--- src/rtl/sevenseg_scan.sv ---
// sevenseg_scan: multi-digit scanner feeding a single seven-segment decoder.
// One nibble plus its decimal point is presented per slot, with active-low
// digit enables, a blank window at the start of every slot, tear-free value
// updates at frame boundaries and optional leading-zero blanking.
//
// Load handshake: `load` is a one-cycle strobe with no back-pressure; the
// block always accepts it. On the sampling edge `digits_in`/`dp_in` are
// captured into the pending register. If that edge is also the frame wrap
// edge (or scanning is disabled), the values go straight to the display register.
module sevenseg_scan #(
  parameter int N_DIGITS  = 4,
  parameter int SCAN_DIV  = 100000,
  parameter int BLANK_CYC = 16
) (
  input  logic                  clk,
  input  logic                  rst,
  input  logic                  en,
  input  logic                  load,
  input  logic [4*N_DIGITS-1:0] digits_in,
  input  logic [N_DIGITS-1:0]   dp_in,
  input  logic                  lzb_en,
  output logic                  out_a,
  output logic                  out_b,
  output logic                  out_c,
  output logic                  out_d,
  output logic                  out_dp,
  output logic [N_DIGITS-1:0]   an,
  output logic [2:0]            digit_idx,
  output logic                  frame_done
);

  localparam int CW = (SCAN_DIV > 1) ? $clog2(SCAN_DIV) : 1;
  localparam logic [CW-1:0] CNT_LAST  = CW'(SCAN_DIV - 1);
  localparam logic [CW-1:0] BLANK_END = CW'(BLANK_CYC);
  localparam logic [2:0]    IDX_LAST  = 3'(N_DIGITS - 1);

  logic [CW-1:0]         cnt;
  logic [4*N_DIGITS-1:0] pend;
  logic [4*N_DIGITS-1:0] disp;
  logic [N_DIGITS-1:0]   pend_dp;
  logic [N_DIGITS-1:0]   dp_disp;

  logic                  slot_end;
  logic                  wrap;
  logic                  zero_run;
  logic                  show;
  logic [N_DIGITS-1:0]   blank_vec;
  logic [N_DIGITS-1:0]   an_next;
  logic [3:0]            cur_nib;
  logic                  cur_dp;

  assign slot_end = en && (cnt == CNT_LAST);
  assign wrap     = slot_end && (digit_idx == IDX_LAST);

  // Prescaler and slot index; both hold while scanning is disabled.
  always_ff @(posedge clk) begin
    if (rst) begin
      cnt       <= '0;
      digit_idx <= '0;
    end else if (en) begin
      if (cnt == CNT_LAST) begin
        cnt       <= '0;
        digit_idx <= wrap ? 3'd0 : digit_idx + 3'd1;
      end else begin
        cnt <= cnt + CW'(1);
      end
    end
  end

  // Pending register captures every load strobe.
  always_ff @(posedge clk) begin
    if (rst) begin
      pend    <= '0;
      pend_dp <= '0;
    end else if (load) begin
      pend    <= digits_in;
      pend_dp <= dp_in;
    end
  end

  // Display register only changes between frames (or when idle), with load bypass.
  always_ff @(posedge clk) begin
    if (rst) begin
      disp    <= '0;
      dp_disp <= '0;
    end else if (wrap || !en) begin
      disp    <= load ? digits_in : pend;
      dp_disp <= load ? dp_in : pend_dp;
    end
  end

  // Current digit selection, leading-zero mask and next digit enables.
  always_comb begin
    zero_run  = 1'b1;
    blank_vec = '0;
    cur_nib   = 4'h0;
    cur_dp    = 1'b0;
    an_next   = '1;
    show      = en && (cnt >= BLANK_END);
    for (int k = N_DIGITS - 1; k >= 0; k--) begin
      zero_run = zero_run && (disp[4*k +: 4] == 4'h0);
      if (k != 0) begin
        blank_vec[k] = lzb_en && zero_run && !dp_disp[k];
      end
      if (digit_idx == 3'(k)) begin
        cur_nib = disp[4*k +: 4];
        cur_dp  = dp_disp[k];
      end
    end
    for (int k = 0; k < N_DIGITS; k++) begin
      an_next[k] = !(show && (digit_idx == 3'(k)) && !blank_vec[k]);
    end
  end

  // Registered decoder drive, digit enables and frame pulse.
  always_ff @(posedge clk) begin
    if (rst) begin
      {out_a, out_b, out_c, out_d} <= 4'h0;
      out_dp     <= 1'b0;
      an         <= '1;
      frame_done <= 1'b0;
    end else begin
      {out_a, out_b, out_c, out_d} <= cur_nib;
      out_dp     <= cur_dp;
      an         <= an_next;
      frame_done <= wrap;
    end
  end

endmodule

--- config.mk ---
export PLATFORM = sky130hd
export DESIGN_NAME = sevenseg_scan
export DESIGN_NICKNAME = d
export VERILOG_FILES = /design/src/rtl/sevenseg_scan.sv
export SDC_FILE = /design/constraint.sdc
export NUM_CORES = 1
export LEC_CHECK = 0
export ABC_AREA = 1
export CORE_UTILIZATION = 56
export DETAILED_ROUTE_END_ITERATION = 6
export PLACE_DENSITY = 0.77
export RECOVER_POWER = 100
export REMOVE_ABC_BUFFERS = 1
export SYNTH_ARGS = -nofsm -noshare
export SYNTH_HDL_FRONTEND = slang
export SYNTH_SLANG_ARGS = --single-unit
--- constraint.sdc ---
create_clock -name clk -period 2 [get_ports clk]
set_input_delay 0.2 -clock clk [delete_from_list [all_inputs] [get_ports clk]]
set_output_delay 0.2 -clock clk [all_outputs]
set_load 0.02 [all_outputs]
==> impl_metrics.tcl <==
set metrics [dict create \
    status "completed" \
    drive_gt1_share_pct 5.73 \
    drc_errors 0 \
    routed_wl_mm 6.81 \
    yosysTopAreaCellShare_pct 42.6 \
    setup_viol 0 \
    die_area_mm2 0.00619 \
    min_period_ps 1770 \
    overflow 0 \
    startpoint_type "flop" \
    layout.nets 552 \
    cts.path.max_buffers 2 \
    crit_required_ps 2240 \
    place_congestion 0.837 \
    firstDrtPassIters 6 \
    cp_max_fo 30 \
    die_w_um 78.7 \
    dp_hpwl_mm 4.81 \
    path_clk_slew_ps 70 \
    synth_area_mm2 0.00329 \
    clock_sinks 70 \
    synthSimpleGateAreaFrac_pct 29.7 \
    ant_nets 0 \
    antenna_found_initial 0 \
    antenna_cells 0 \
    cts_tree "yes" \
    ys_warn_count 0 \
    wire_per_inst_um 11.4 \
    synthMuxAreaShare_pct 0 \
    syn_inst 486 \
    synthAdderAreaFrac_pct 2.28 \
    rows 27 \
    io_pins 38 \
    synth_compound_area_share_pct 10.9 \
    syn_area_per_cell_um2 6.78 \
    io_buffers 37 \
    timing.slew.headroom_pct 57.8 \
    hold_viol 0 \
    grt_pass1_vias 2658 \
    cellPowerDensity_mw_per_mm2 724 \
    initial_core_util_pct 59.1 \
    yosys.area_share.xor_xnor_pct 1.60 \
    fmax_mhz 564 \
    post-route-period-util_pct 88.6 \
    drv_slew 0 \
    core-area_mm2 0.00557 \
    grt_start_max_net_pins 41 \
    synth_top_family_by_area "simple AND/OR/NAND/NOR gates" \
    cts-root-buf "clkbuf_8" \
    worst_clock_skew_ps 5.09 \
    grt_usage_pct 24.7 \
    drt_iter0_markers 136 \
    viasPerCell 4.83 \
    ys_seq_area_share_pct 42.6 \
    finalPower_mw 2.81 \
    path_class "reg -> reg" \
    htreeDepth 3 \
    clock_latency_ps 340 \
    holdBufCountCts 0 \
    rsz0062_at_grt "no" \
    power_leakage_nw 1.85 \
    synth-seq-cells 70 \
    nFillCells 509 \
    yosysTopAreaCell "dfxtp_1" \
    die_y_um 78.7 \
    cap_viol_max_count 0 \
    tns_ps 0 \
    cts_made_buffers 9 \
    critPathCaptureType "flop" \
    vias 2878 \
    worstPathArrival_ps 2010 \
    cts.repair_timing.setup_buffer_count 0 \
    ys_types 23 \
    ctsResizeCount 0 \
    netlist_top_cells_area "dfxtp_1 (43%), nand2_1 (11%), inv_1 (10%)" \
    peakVddDrop_uv 500 \
    worst_pin_slew_ps 634 \
    syn_to_final_growth_pct 17.8 \
    utilization_pct 69.6 \
    hold_class "in -> reg" \
    grt_pass1_wl_mm 11.7 \
]
==> synthesized netlist by cell type <==
| cell | count |
|---|---|
| a211oi_1 | 1 |
| a21oi_1 | 32 |
| a31oi_1 | 1 |
| buf_1 | 4 |
| buf_2 | 4 |
| buf_6 | 2 |
| clkbuf_1 | 10 |
| dfxtp_1 | 70 |
| ha_1 | 6 |
| inv_1 | 88 |
| nand2_1 | 94 |
| nand2_2 | 1 |
| nand3_1 | 33 |
| nand3_2 | 9 |
| nand4_1 | 4 |
| nor2_1 | 73 |
| nor2_2 | 1 |
| nor3_1 | 10 |
| nor3_2 | 1 |
| o211ai_1 | 2 |
| o21ai_0 | 34 |
| xnor2_1 | 2 |
| xor2_1 | 4 |
==> registers in the layout, indices dropped and copies added, names as in the netlist <==
signal and count:
dp_disp 4, out_b 1, frame_done 1, digit_idx 3
pend_dp 4, out_c 1, pend 16, an 4
out_dp 1, disp 16, cnt 17, out_d 1
out_a 1
==> per-layer routing <==
layer	track usage [%]	vias to the layer above	wire, µm
li1	-	1562	-
met3	6.28	14	243
met1	30.7	1255	3320
met4	10.7	0	144
met5	0	-	0
met2	40.1	47	3110
==> area by class of cell <==
class                      instances  area [µm²]  share of cell area [%]
inverter                          88         330                    8.51
clock buffer                      13         169                    4.35
multi-input combinational        308        1460                    37.5
tap                               72        90.1                    2.32
sequential                        70        1400                    36.1
clock inverter                     1        5.00                   0.129
timing repair buffer              44         428                    11.0
==> kinds of logic after synthesis <==
kind of cell	count (synthesis)
compound gates	70
xor+xnor	6
buf+inv	108
fa+ha+maj	6
simple gates	226
flops	70
==> path summary, 6_finish.rpt <==
path / to / slack [ps] / start / cells past startpoint
max reg2reg: disp[6] / 230 / cnt[1] / 9
min: disp[3] / 400 / en / 4
min reg2reg: cnt[14] / 500 / cnt[14] / 2
max: disp[6] / 230 / cnt[1] / 9
==> critical path, stage by stage (launching register included) <==
cell	delay [ps]
dfxtp_1	360
ha_1	200
inv_1	60
nor2_1	100
nand2_1	60
nor2_1	130
nand3_2	270
buf_12	270
a21oi_1	140
nor2_1	60
==> through the flow <==
stage	instance area (µm²)	instances	setup WS (ps)	hold WS, ps
after floorplan	3200	466	-35.7	269
after CTS	3890	596	249	386
final	3880	596	228	402
after global placement	3720	582	362	467
after detailed placement	3720	582	265	490
after global routing	3880	596	26.7	429
==> power breakdown <==
group	internal, mW	total (mW)	leakage, nW	switching, mW
registers	1.46	1.49	0.576	0.0287
logic	0.124	0.284	1.18	0.160
clock network	0.537	1.04	0.0914	0.499
==> placed cells by master (no fill, tap or decap) <==
master and instances:
inv_1 88, o211ai_1 2, ha_1 6, clkdlybuf4s50_1 22, xnor2_1 2, clkbuf_8 12, buf_12 1, buf_2 1
a211oi_1 1, nor3_1 10, o21ai_0 34, a31oi_1 1, nand3_2 8, clkbuf_2 1, buf_4 5, nand3_1 34
dfxtp_1 70, nor3_2 1, nor2_1 74, dlygate4sd3_1 14, nand4_1 4, clkinv_2 1, xor2_1 4, a21oi_1 32
clkbuf_1 1, nand2_1 95
No activity file was read; power rests on OpenSTA's default activity.
